### config.mk
export PLATFORM = sky130hd
export DESIGN_NAME = frame_serializer
export DESIGN_NICKNAME = d
export VERILOG_FILES = /design/src/rtl/frame_serializer.sv
export SDC_FILE = /design/constraint.sdc
export NUM_CORES = 1
export LEC_CHECK = 0
export CAP_MARGIN = 20
export CORE_UTILIZATION = 50
export CTS_CLUSTER_SIZE = 40
export DETAILED_ROUTE_END_ITERATION = 10
export DONT_BUFFER_PORTS = 1
export PLACE_DENSITY = 0.72
export SLEW_MARGIN = 20
export SYNTH_ARGS = -nofsm -noshare
export SYNTH_HDL_FRONTEND = slang
export SYNTH_SLANG_ARGS = --single-unit
### constraint.sdc
create_clock -name clk -period 3.25 [get_ports clk]
set_input_delay 0.975 -clock clk [delete_from_list [all_inputs] [get_ports clk]]
set_output_delay 0.975 -clock clk [all_outputs]
set_load 0.02 [all_outputs]
### src/rtl/frame_serializer.sv
// frame_serializer: sends one frame (start bit, 3-bit length header, L+1
// payload bits MSB-first, optional even-parity bit) on a single serial line.
// Optional feature: define FRAME_SERIALIZER_PARITY_EN to insert the PAR state
// between DATA and DONE. Default build (undefined) goes DATA -> DONE.
module frame_serializer (
  input  logic       clk,
  input  logic       rst,
  input  logic       start,
  input  logic [2:0] len,
  input  logic [7:0] data,
  output logic       serout,
  output logic       busy,
  output logic       done,
  output logic [2:0] state
);

  localparam int unsigned LEN_W  = 3;
  localparam int unsigned DATA_W = 8;
  localparam int unsigned HCNT_W = 2;
  localparam int unsigned ST_W   = 3;

  typedef enum logic [ST_W-1:0] {
    S_IDLE  = 3'd0,
    S_START = 3'd1,
    S_HDR   = 3'd2,
    S_DATA  = 3'd3,
    S_PAR   = 3'd4,
    S_DONE  = 3'd5
  } state_t;

  state_t              state_q, nxt_state;
  logic [LEN_W-1:0]    len_q, nxt_len;
  logic [DATA_W-1:0]   data_q, nxt_data;
  logic [HCNT_W-1:0]   hdr_cnt_q, nxt_hdr_cnt;
  logic [LEN_W-1:0]    bit_cnt_q, nxt_bit_cnt;
  logic                par_q, nxt_par;
  logic                cur_bit;
  logic                serout_q, busy_q, done_q;
  logic                serout_d, busy_d, done_d;

  // State, counters, latched frame fields and registered outputs
  always_ff @(posedge clk or posedge rst) begin
    if (rst) begin
      state_q   <= S_IDLE;
      len_q     <= '0;
      data_q    <= '0;
      hdr_cnt_q <= '0;
      bit_cnt_q <= '0;
      par_q     <= 1'b0;
      serout_q  <= 1'b1;
      busy_q    <= 1'b0;
      done_q    <= 1'b0;
    end else begin
      state_q   <= nxt_state;
      len_q     <= nxt_len;
      data_q    <= nxt_data;
      hdr_cnt_q <= nxt_hdr_cnt;
      bit_cnt_q <= nxt_bit_cnt;
      par_q     <= nxt_par;
      serout_q  <= serout_d;
      busy_q    <= busy_d;
      done_q    <= done_d;
    end
  end

  // Next-state, counter and latch updates
  always_comb begin
    nxt_state   = state_q;
    nxt_len     = len_q;
    nxt_data    = data_q;
    nxt_hdr_cnt = hdr_cnt_q;
    nxt_bit_cnt = bit_cnt_q;
    nxt_par     = par_q;
    cur_bit     = data_q[LEN_W'(3'd7 - bit_cnt_q)];
    case (state_q)
      S_IDLE: begin
        if (start) begin
          nxt_state = S_START;
          nxt_len   = len;
          nxt_data  = data;
        end
      end
      S_START: begin
        nxt_state   = S_HDR;
        nxt_hdr_cnt = HCNT_W'(2);
      end
      S_HDR: begin
        if (hdr_cnt_q == '0) begin
          nxt_state   = S_DATA;
          nxt_bit_cnt = '0;
          nxt_par     = 1'b0;
        end else begin
          nxt_hdr_cnt = hdr_cnt_q - HCNT_W'(1);
        end
      end
      S_DATA: begin
        // Running XOR of sent payload bits gives the even-parity bit
        nxt_par = par_q ^ cur_bit;
        if (bit_cnt_q == len_q) begin
`ifdef FRAME_SERIALIZER_PARITY_EN
          nxt_state = S_PAR;
`else
          nxt_state = S_DONE;
`endif
        end else begin
          nxt_bit_cnt = bit_cnt_q + LEN_W'(1);
        end
      end
`ifdef FRAME_SERIALIZER_PARITY_EN
      S_PAR: begin
        nxt_state = S_DONE;
      end
`endif
      S_DONE: begin
        nxt_state = S_IDLE;
      end
      default: begin
        nxt_state = S_IDLE;
      end
    endcase
  end

  // Output values for the upcoming state, registered so the start bit lands right after acceptance
  always_comb begin
    serout_d = 1'b1;
    busy_d   = 1'b0;
    done_d   = 1'b0;
    case (nxt_state)
      S_START: begin
        serout_d = 1'b0;
        busy_d   = 1'b1;
      end
      S_HDR: begin
        serout_d = nxt_len[nxt_hdr_cnt];
        busy_d   = 1'b1;
      end
      S_DATA: begin
        serout_d = nxt_data[LEN_W'(3'd7 - nxt_bit_cnt)];
        busy_d   = 1'b1;
      end
      S_PAR: begin
        serout_d = nxt_par;
        busy_d   = 1'b1;
      end
      S_DONE: begin
        serout_d = 1'b1;
        busy_d   = 1'b1;
        done_d   = 1'b1;
      end
      default: begin
        serout_d = 1'b1;
      end
    endcase
  end

  assign serout = serout_q;
  assign busy   = busy_q;
  assign done   = done_q;
  assign state  = state_q;

endmodule

# [After elaboration in Yosys (flattened, before gate mapping)]
# Index checks and enable logic that the tools add are counted.
[word_totals] reg_bits=23 latch_bits=0 ram_bits=0 rom_bits=0 inputBits=14 out_inout_bits=6 elab_cells=53 memories=0
[classes] addsub=4 n_mul=0 div=0 n_lt_le_gt_ge=3 n_eq_ne=9 shift=0 mux=24 n_bitwise=1 n_reduce_logical=3
[op_table] cell="3-bit 2-to-1 mux" count=7
[op_table] cell="8-bit 2-to-1 mux" count=2
[op_table] cell="3-bit by 2-bit equality test with 1-bit output (second input constant)" count=4
[op_table] cell="3-bit one-hot mux with 4 select lines" count=1
[op_table] cell="3-bit by 4-bit less-than comparator with 1-bit output (second input constant)" count=2
[op_table] cell="1-bit binary-select mux with 3-bit select" count=2
[op_table] cell="3-bit by 1-bit equality test with 1-bit output (second input constant)" count=2
[op_table] cell="3-bit equality test (second input constant)" count=2
[op_table] cell="1-bit 2-to-1 mux" count=6
[op_table] cell="3-bit one-hot mux with 2 select lines" count=1
[op_table] cell="3-bit subtractor (first input constant)" count=2
[op_table] cell="5-bit OR reduction" count=1
[op_table] cell="1-bit one-hot mux with 4 select lines" count=1
[op_table] cell="2-bit one-hot mux with 2 select lines" count=1
[op_table] cell="3-bit by 1-bit adder with 3-bit output (second input constant)" count=1
[op_table] cell="3-bit equality test" count=1
[op_table] cell="3-bit zero test" count=1
[op_table] cell="2-bit by 3-bit less-than comparator with 1-bit output (second input constant)" count=1
[op_table] cell="1-bit binary-select mux with 2-bit select" count=1
[op_table] cell="2-bit zero test" count=1
[op_table] cell="2-bit 2-to-1 mux" count=1
[op_table] cell="1-bit one-hot mux with 2 select lines" count=1
[op_table] cell="2-bit by 1-bit subtractor with 2-bit output (second input constant)" count=1
[op_table] cell="1-bit XOR" count=1

# [Logic depth before layout (Yosys ltp)]
# Gate-level depths: netlist of run 1.
[logic_depth] ltp_word=7 mapped_depth=9 depth_no_buf=8

# [Least setup slack after synthesis of run 1]
# Ideal clock, no wire load.
[synth_path] kind="input -> register" from="in start" to="reg serout_q (netlist: serout)" setup_ps=90 arrival_time_ps=2645 t_required_ps=3160 slack_ps=516 path_stages=7 n_path_buf=1 cell_sequence="nor4b_2 > buf_2 > mux2_2 > mux2_1 > a22o_1 > a211oi_1 > o211ai_1"
[synth_between] elab_chain_cells=5 word_cells_on_any_way=15 classes_between="eq/ne (4); mux (11)"
[synth_rtl] item="from (decl)" line="8" source="input logic start,"
[synth_rtl] item="8-bit 2-to-1 mux" line="77" source="if (start) begin"
[synth_rtl] item="8-bit 2-to-1 mux" line="75" source="case (state_q)"
[synth_rtl] item="named net nxt_data[0]" line="33" source="logic [DATA_W-1:0] data_q, nxt_data;"
[synth_rtl] item="1-bit binary-select mux with 3-bit select" line="138" source="serout_d = nxt_data[LEN_W'(3'd7 - nxt_bit_cnt)];"
[synth_rtl] item="1-bit 2-to-1 mux (not written as such)" line="138"
[synth_rtl] item="1-bit one-hot mux with 4 select lines" line="128" source="case (nxt_state)"
[synth_rtl] item="named net serout_d" line="39" source="logic serout_d, busy_d, done_d;"
[synth_rtl] item="to (signal assigned)" line="60" source="serout_q <= serout_d;"
[synth_rtl] item="to (decl)" line="38" source="logic serout_q, busy_q, done_q;"
# The timed path passes the listed nets, and every way through them passes these cells. The select of a mux whose other input is x is not followed.

# [Final worst setup path of run 1]
[layout_path] from="reg state_q[0] (netlist: state[0])" to="reg serout_q (netlist: serout)"
[layout_between] word_cells_on_any_way=23 classes_between="add/sub (1); eq/ne (7); mux (14); reduce/logical (1)"
[layout_rtl] item="from (decl)" line="31" source="state_t state_q, nxt_state;"
[layout_rtl] item="from (signal assigned)" line="54" source="state_q <= nxt_state;"
[layout_rtl] item="3-bit zero test" line="75"
[layout_rtl] item="8-bit 2-to-1 mux" line="75"
[layout_rtl] item="named net nxt_data[6]" line="33"
[layout_rtl] item="1-bit binary-select mux with 3-bit select" line="138"
[layout_rtl] item="1-bit 2-to-1 mux (not written as such)" line="138"
[layout_rtl] item="1-bit one-hot mux with 4 select lines" line="128"
[layout_rtl] item="named net serout_d" line="39"
# The timed path passes the listed nets, and every way through them passes these cells. The select of a mux whose other input is x is not followed.

==> results of run 1 <==
power groups by stage:
stage          registers, mW  clock network (mW)  logic (mW)
2_1_floorplan          0.527                   0       0.628
3_3_place_gp           0.574                   0       0.703
3_5_place_dp           0.578                   0       0.721
4_1_cts                0.571               0.131       0.723
5_1_grt                0.588               0.137       0.797
6_report               0.570               0.127       0.720
critical path, delay by kind of cell (launching register included):
family,cells,cell delay [ns]
AO/OA/AOI/OAI,3,0.51
flip-flops,1,0.58
AND/OR/NAND/NOR,1,0.70
multiplexers,2,0.71
Yosys cell counts, drive strengths merged (2+ instances only):
master,count,area share
dfrtp,21,0.46
and2,2,0.011
buf,2,0.0087
nor2,4,0.013
nor4b,2,0.021
inv,8,0.026
a211oi,2,0.013
nand2,5,0.016
mux2i,2,0.017
mux2,13,0.13
xor2,3,0.036
layout make-up:
type / count / area share
Inverter: 8 / 0.02467
Sequential cell: 22 / 0.4532
Clock buffer: 4 / 0.02158
Multi-Input combinational cell: 62 / 0.4594
Timing Repair Buffer: 2 / 0.01233
Tap cell: 28 / 0.02878
worst max path at each step:
stage | start | end | cells after the start
2_1_floorplan | start | serout | 7
3_3_place_gp | start | serout | 6
3_5_place_dp | start | serout | 6
4_1_cts | state[0] | serout | 6
5_1_grt | state[0] | serout | 6
6_report | state[0] | serout | 6
cell families after synthesis:
| kind of cell | count (synthesis) |
|---|---|
| AOI/OAI and AO/OA | 18 |
| and+or+nand+nor | 24 |
| adders and majority gates | 1 |
| buffers and inverters | 11 |
| xor gates and xnor gates | 3 |
| muxes | 16 |
| DFF | 22 |
flip-flops by register name, summed over array words and instances, names as in the netlist:
register   cells
data_q         8
done           1
bit_cnt_q      3
len_q          3
state          3
busy           1
serout         1
hdr_cnt_q      2
per-layer routing:
metal / track usage / vias to the layer above / wire [um]
li1: - / 350 / -
met1: 0.2560 / 352 / 1008
met2: 0.2822 / 15 / 907
met3: 0.02469 / 4 / 77
met4: 0.1286 / 0 / 51
met5: 0 / - / 0
layout by cell type (no fill, tap or decap), types with 2 or more instances in the layout:
master / Yosys / routed
a211oi_1: 2 / 2
mux2_1: 2 / 2
inv_1: 7 / 7
nand2_1: 5 / 5
dfrtp_1: 21 / 21
nor2_1: 4 / 4
xor2_2: 2 / 2
and2_1: 2 / 2
buf_4: 0 / 2
mux2_2: 11 / 11
clkbuf_4: 0 / 3
mux2i_1: 2 / 2
==> flow_summary_export.csv, run 1 <==
group,metric,value,unit
routing,antenna_left,0,
clock_network,cts_resized,0,
grt,grt_max_degree,23,
flow_run,drv_cap,0,
timing,holdWs,0.5122,ns
timing,fin_ws,0.6743,ns
die,start_util,0.5271,
logic_synthesis,synth_top_family_by_area,"multiplexers",
placed_design,placedInstanceArea,1191,um2
clock_network,cts_buffers,3,
routing,drt_pass1_iterations,4,
routing,wl_per_cell,16.22,um
logic_synthesis,synth_simple_gate_area_share,0.1343,
setup_path,r2r_cells,6,
logic_synthesis,synth_cell_types,46,
setup_path,slowest_stage,"nor4b_2",
pwr,swShare,0.4238,
logic_synthesis,yosysSeqAreaShare,0.4778,
clock_network,cts_tree,"yes",
die,core,2191,um2
layout,final_util,0.5557,
clock_network,postCtsHoldBufs,0,
routing,first_iter_violations,9,
logic_synthesis,synth_fp_nets,110,
setup_path,crit_chain,"nor4b_2, mux2_2, mux2_1, a22o_1, a211oi_1, o211ai_1",
die,dieArea,2506,um2
logic_synthesis,async_reset_ff_frac,1.000,
setup_path,crit_fanout,13,
clock_network,root_buffer,"clkbuf_4",
pwr,p_seq_frac,0.402,
setup_path,timing.rr.end,"serout",
clock_network,clkSinkCount,22,
grt,grtUsageTotal,0.1899,
worst_hold_path,hold_start,"data_q[0]",
timing,min_period,2.576,ns
grt,grt_first_pass_wirelength,3.415,mm
die,pin_count,20,
logic_synthesis,synth_enable_flop_cells,0,
setup_path,timing.rr.start,"state[0]",
placed_design,pre_cts_ws,0.4031,ns
logic_synthesis,synthAdderAreaFrac,0.01083,
die,die_w,50.06,um
timing,period_share,0.7925,
logic_synthesis,synth_flop_cell,"dfrtp_1",
routing,wl,2.044,mm
logic_synthesis,synthMuxAreaShare,0.1636,
timing,maxSlewHeadroom,0.4738,
layout,drive_gt1_frac,0.2857,
clock_network,clk_pin_slew,0.11,ns
logic_synthesis,synth_area,1155,um2
layout,design_area,1217,um2
pwr,power_leakage,0.5520,nW
clock_network,clockBufferDepth,2,
clock_network,insertion_delay,0.31,ns
logic_synthesis,syn_avg_cell_area,12.16,um2
pwr,p_comb_frac,0.508,
worst_hold_path,hold_depth,1,
worst_hold_path,min_to,"data_q[0]",
placed_design,portBuffers,0,
placed_design,globalplace.congestion,0.8113,
placed_design,hpwl,1.538,mm
logic_synthesis,yosysWarnings,0,
timing,skew,0.002613,ns
pwr,intPower,0.8164,mW
status,outcome,"finished clean",
setup_path,critPathRequiredTime,3.49,ns
grt,grt_pass1_vias,762,
pwr,p_total,1.417,mW
logic_synthesis,ys_ff_latch,22,
setup_path,slowest_delay,0.70,ns
setup_path,path_class,"reg2reg",
timing,fmax,388.2,MHz
setup_path,reg2reg_slack,0.67,ns
die,num_rows,17,
pwr,net-switching-power,0.6003,mW
timing,setup_viol_count_final,0,
layout,finalNonFillerCells,126,
setup_path,cp-end-kind,"register",
timing,worst_slew_pin_slew,0.7885,ns
logic_synthesis,synth_compound_area_frac,0.1398,
timing,rsz0062_at_grt,"false",
routing,avgViaCountPerCell,5.722,
routing,num_vias,721,
setup_path,cp-start-kind,"register",
routing,route.detailed.drc,0,
layout,regArea,551.8,um2
logic_synthesis,synth_xor_area_frac,0.03575,
timing,drv_slew,0,
worst_hold_path,hold_path_class,"reg2reg",
timing,setup-tns-final,0,ns
layout,syn_to_final_growth,5.417,%
grt,antenna_found_initial,0,
pwr,p_clk_frac,0.090,
die,die_y,50.06,um
layout,final_nets,114,
pwr,power.density,1164,nW/um2
pwr,ir_drop,585.0,uV
layout,num_antenna_cells,0,
setup_path,crit_arrival,2.82,ns
logic_synthesis,syn_inst,95,
clock_network,cts-htree-levels,1,
timing,hold_violations,0,
layout,nFillCells,187,
grt,overflow,0,
clock_network,post_cts_buffers,0,
placed_design,dpl.cell_count,122,
layout,multi_input_area,559.3,um2
No activity file was read; power rests on OpenSTA's default activity.
==> inputs of run 2 (changes only) <==
- clock period: 3.25 -> 2.6 ns (I/O delays scaled with it)
==> run 2 against run 1 <==
Against the previous run:
- clock power grew 25%
- critical path depth grew 1
- sequential share of layout area shrank 1.4 points
- sequential power grew 19%
- critical path type unchanged
- largest power group unchanged
==> flow_summary_export.csv, run 2 (synthesis gave the netlist of run 1 again) <==
group,metric,value,unit
status,outcome,"finished clean",
timing,hold_violations,0,
setup_path,timing.rr.start,"bit_cnt_q[0]",
pwr,power_leakage,0.5756,nW
pwr,intPower,1.075,mW
layout,design_area,1255,um2
routing,wl,1.977,mm
timing,setup-tns-final,0,ns
die,core,2191,um2
routing,first_iter_violations,4,
layout,drive_gt1_frac,0.3204,
pwr,p_seq_frac,0.371,
clock_network,cts_resized,0,
layout,nFillCells,178,
grt,grt_pass1_vias,729,
setup_path,reg2reg_slack,0.20,ns
layout,layout_common_cells,"21 x dfrtp_1, 11 x mux2_2, 7 x inv_1, 7 x buf_4, 5 x nand2_1",
timing,setup_viol_count_final,0,
placed_design,globalplace.congestion,0.7965,
timing,maxSlewHeadroom,0.4702,
clock_network,insertion_delay,0.31,ns
die,start_util,0.5271,
layout,final_nets,119,
timing,period_share,0.9241,
routing,drt_pass1_iterations,2,
layout,final_util,0.5728,
worst_hold_path,hold_path_class,"in2async",
grt,overflow,0,
pwr,p_clk_frac,0.087,
placed_design,portBuffers,0,
routing,route.detailed.drc,0,
die,dieArea,2506,um2
timing,worst_slew_pin_slew,0.7938,ns
timing,rsz0062_at_grt,"false",
pwr,net-switching-power,0.7577,mW
setup_path,r2r_cells,7,
layout,largest_register_ffs,8,
clock_network,clkSinkCount,22,
pwr,ir_drop,664.1,uV
die,num_rows,17,
pwr,p_comb_frac,0.542,
clock_network,clk_pin_slew,0.11,ns
setup_path,crit_fanout,6,
pwr,swShare,0.4135,
grt,antenna_found_initial,0,
placed_design,placedInstanceArea,1229,um2
grt,grt_first_pass_wirelength,3.408,mm
die,die_w,50.06,um
setup_path,crit_arrival,2.64,ns
pwr,power.density,1460,nW/um2
routing,num_vias,741,
clock_network,postCtsHoldBufs,0,
layout,num_antenna_cells,0,
clock_network,clockBufferDepth,2,
timing,skew,0.001879,ns
clock_network,root_buffer,"clkbuf_4",
routing,antenna_left,0,
timing,min_period,2.403,ns
clock_network,cts-htree-levels,1,
setup_path,cp-end-kind,"register",
setup_path,cp-start-kind,"register",
layout,regMostFlops,"data_q",
setup_path,timing.rr.end,"serout",
setup_path,critPathRequiredTime,2.84,ns
timing,drv_slew,0,
timing,fmax,416.2,MHz
routing,avgViaCountPerCell,5.656,
placed_design,hpwl,1.538,mm
layout,syn_to_final_growth,8.667,%
layout,final_common_cell,"dfrtp_1",
die,pin_count,20,
die,die_y,50.06,um
clock_network,cts_tree,"yes",
flow_run,drv_cap,0,
setup_path,path_class,"reg2reg",
clock_network,cts_buffers,3,
grt,grt_max_degree,23,
routing,wl_per_cell,15.09,um
clock_network,post_cts_buffers,0,
grt,grtUsageTotal,0.1890,
==> run 2: changes by cell type in the layout (fill, tap and decap cells not counted) <==
cell   change
buf_4      +5
==> run 2: per-stage QoR <==
stage | power (mW) | cells | hold WS, ns | worst slack [ns]
3_5_place_dp | 1.688 | 127 | 0.4826 | 0.1582
2_1_floorplan | 1.445 | 95 | 0.4669 | 0.06095
4_1_cts | 1.843 | 131 | 0.5088 | 0.1858
3_3_place_gp | 1.652 | 127 | 0.4776 | 0.1679
5_1_grt | 1.990 | 131 | 0.5336 | 0.09424
6_report | 1.832 | 131 | 0.4949 | 0.1974
==> run 2: critical path, stage by stage, from the launching register on <==
cell,delay [ns]
dfrtp_1,0.47
xor2_2,0.23
or3_4,0.42
a221oi_4,0.32
mux2_1,0.36
a22o_1,0.21
a211oi_1,0.22
o211ai_1,0.11
==> run 2: worst max-delay path by stage <==
stage,slack [ns],depth (start not counted),end,startpoint
after floorplan,0.06,7,serout,start
after global routing,0.09,7,serout,bit_cnt_q[0]
after detailed placement,0.16,7,serout,start
final,0.20,7,serout,bit_cnt_q[0]
after global placement,0.17,7,serout,start
after CTS,0.19,7,serout,bit_cnt_q[0]
==> run 2: power by group through the flow <==
stage / logic, mW / clock network, mW / registers, mW
after floorplan: 0.785 / 0 / 0.659
after global placement: 0.974 / 0 / 0.678
after detailed placement: 1.00 / 0 / 0.688
after CTS: 1.00 / 0.163 / 0.679
after global routing: 1.11 / 0.178 / 0.700
final: 0.994 / 0.159 / 0.680
==> run 2: cell type report <==
class | instances | area, um2 | share of cell area
well taps | 28 | 35.03 | 0.02792
flip-flops and latches | 22 | 551.8 | 0.4397
multi-input cells | 62 | 559.3 | 0.4457
inverters | 8 | 30.03 | 0.02393
clock buffers | 4 | 26.28 | 0.02094
repair buffers | 7 | 52.55 | 0.04187
==> run 2: layer usage <==
layer | GRT usage | part of all wire
met1 | 0.2530 | 0.44
met2 | 0.2911 | 0.49
met3 | 0.03086 | 0.042
met4 | 0.1000 | 0.021
met5 | 0 | 0
==> inputs of run 3 (changes only) <==
- CORE_MARGIN: unset -> 2
- HOLD_SLACK_MARGIN: unset -> 0.15
==> run 3 against run 2 <==
Against the previous run:
- critical path depth is the same
- design area grew 0.80%
- clock skew grew 0.0037 ns
- register-to-register slack gained 0.02 ns
- wire length grew 4.5%
- sequential power is essentially flat
- sequential cell count is the same
- global-route usage shrank 1.0 points
- utilization grew 0.46 points
- non-clock buffer count is the same
- clock power grew 17%
- sequential share of layout area shrank 0.35 points
- critical path type unchanged
==> flow_summary_export.csv, run 3 (synthesis gave the netlist of run 1 again) <==
group,metric,value,unit
pwr,intPower,1.101,mW
placed_design,dpl.cell_count,127,
grt,use_met1,0.2447,
layout,final_nets,119,
clock_network,cts_resized,0,
timing,hold_violations,0,
grt,grt_pass1_vias,764,
timing,fmax,419.0,MHz
die,pin_count,20,
pwr,p_clk_frac,0.100,
setup_path,reg2reg_slack,0.21,ns
routing,drt_pass1_iterations,4,
clock_network,cts_tree,"yes",
setup_path,timing.rr.start,"bit_cnt_q[0]",
grt,grt_max_degree,23,
die,num_rows,17,
routing,route.detailed.drc,0,
worst_hold_path,hold_path_class,"in2async",
grt,grt_busiest_layer,"met2",
timing,maxSlewHeadroom,0.4604,
grt,grtUsageTotal,0.1789,
pwr,ir_drop,855.3,uV
setup_path,timing.rr.end,"serout",
die,die_w,52.06,um
setup_path,r2r_cells,7,
die,die_y,52.06,um
layout,final_util,0.5774,
timing,setup-tns-final,0,ns
layout,num_antenna_cells,0,
clock_network,insertion_delay,0.31,ns
routing,avgViaCountPerCell,5.550,
placed_design,pre_cts_ws,0.1449,ns
grt,use_met2,0.2869,
setup_path,cp-end-kind,"register",
pwr,p_seq_frac,0.365,
layout,finalNonFillerCells,131,
pwr,net-switching-power,0.7631,mW
layout,largest_register_ffs,8,
timing,fin_ws,0.2132,ns
routing,first_iter_violations,1,
setup_path,critPathRequiredTime,2.84,ns
routing,wl,2.066,mm
pwr,power.density,1474,nW/um2
timing,skew,0.005553,ns
setup_path,crit_end,"serout",
setup_path,cp-start-kind,"register",
layout,drive_gt1_frac,0.3301,
timing,setup_viol_count_final,0,
clock_network,post_cts_buffers,0,
die,start_util,0.5271,
clock_network,root_buffer,"clkbuf_4",
routing,num_vias,727,
layout,syn_to_final_growth,9.534,%
placed_design,portBuffers,0,
die,core,2191,um2
timing,period_share,0.9180,
setup_path,crit_fanout,6,
clock_network,cts_buffers,3,
timing,drv_slew,0,
flow_run,drv_cap,0,
clock_network,clkSinkCount,22,
timing,min_period,2.387,ns
clock_network,clk_pin_slew,0.12,ns
setup_path,path_class,"reg2reg",
clock_network,postCtsHoldBufs,0,
grt,overflow,0,
grt,grt_first_pass_wirelength,3.477,mm
layout,final_common_cell,"dfrtp_1",
timing,worst_slew_pin_slew,0.8085,ns
placed_design,globalplace.congestion,0.8306,
pwr,swShare,0.4094,
pwr,p_comb_frac,0.535,
clock_network,clockBufferDepth,2,
pwr,power_leakage,0.5816,nW
routing,wl_per_cell,15.77,um
placed_design,hpwl,1.562,mm
grt,met3_usage,0.02874,
status,outcome,"finished clean",
grt,antenna_found_initial,0,
clock_network,cts-htree-levels,1,
layout,layout_common_cells,"21 x dfrtp_1, 11 x mux2_2, 7 x inv_1, 7 x buf_4, 5 x nand2_1",
die,dieArea,2710,um2
layout,regMostFlops,"data_q",
setup_path,crit_arrival,2.63,ns
placed_design,placedInstanceArea,1229,um2
setup_path,startpoint,"bit_cnt_q[0]",
layout,design_area,1265,um2
timing,rsz0062_at_grt,"false",
routing,antenna_left,0,
[run 3: cell counts in the layout (fill, tap and decap cells not counted)]
No cell type changed its count.
[run 3: through the flow]
step / total power, mW / hold slack, ns
finish: 1.864 / 0.5029
global route: 2.013 / 0.5372
CTS: 1.878 / 0.5163
detailed placement: 1.695 / 0.4883
global placement: 1.653 / 0.4776
floorplan: 1.445 / 0.4669
[run 3: routing by layer]
metal | routed length, um | vias to the layer above
met5 | 0 | -
met4 | 22 | 0
met3 | 74 | 5
met2 | 956 | 13
met1 | 1013 | 349
li1 | - | 360
[run 3: layout make-up]
type	instances	area, um2
clock buffers	4	36.28
fillers	171	925.9
inverters	8	30.03
multi-input cells	62	559.3
flip-flops and latches	22	551.8
well taps	28	35.03
repair buffers	7	52.55
[run 3: power by group through the flow]
stage	sequential, mW	combinational, mW	clock, mW
final	0.680	0.998	0.186
after detailed placement	0.688	1.01	0
after floorplan	0.659	0.785	0
after CTS	0.679	1.01	0.191
after global placement	0.678	0.974	0
after global routing	0.703	1.11	0.203
[run 3: how the worst min path moves through the flow]
stage                   endpoint  slack, ns  cells past startpoint
finish              bit_cnt_q[1]       0.50                      1
global route           data_q[2]       0.54                      1
CTS                    data_q[2]       0.52                      1
detailed placement     data_q[2]       0.49                      1
global placement       data_q[0]       0.48                      1
floorplan              data_q[0]       0.47                      1
[run 3: worst max-delay path: stages (launching register included)]
cell and delay [ns]:
dfrtp_1 0.46, xor2_2 0.23, or3_4 0.41, a221oi_4 0.32, mux2_1 0.35, a22o_1 0.21, a211oi_1 0.22, o211ai_1 0.11
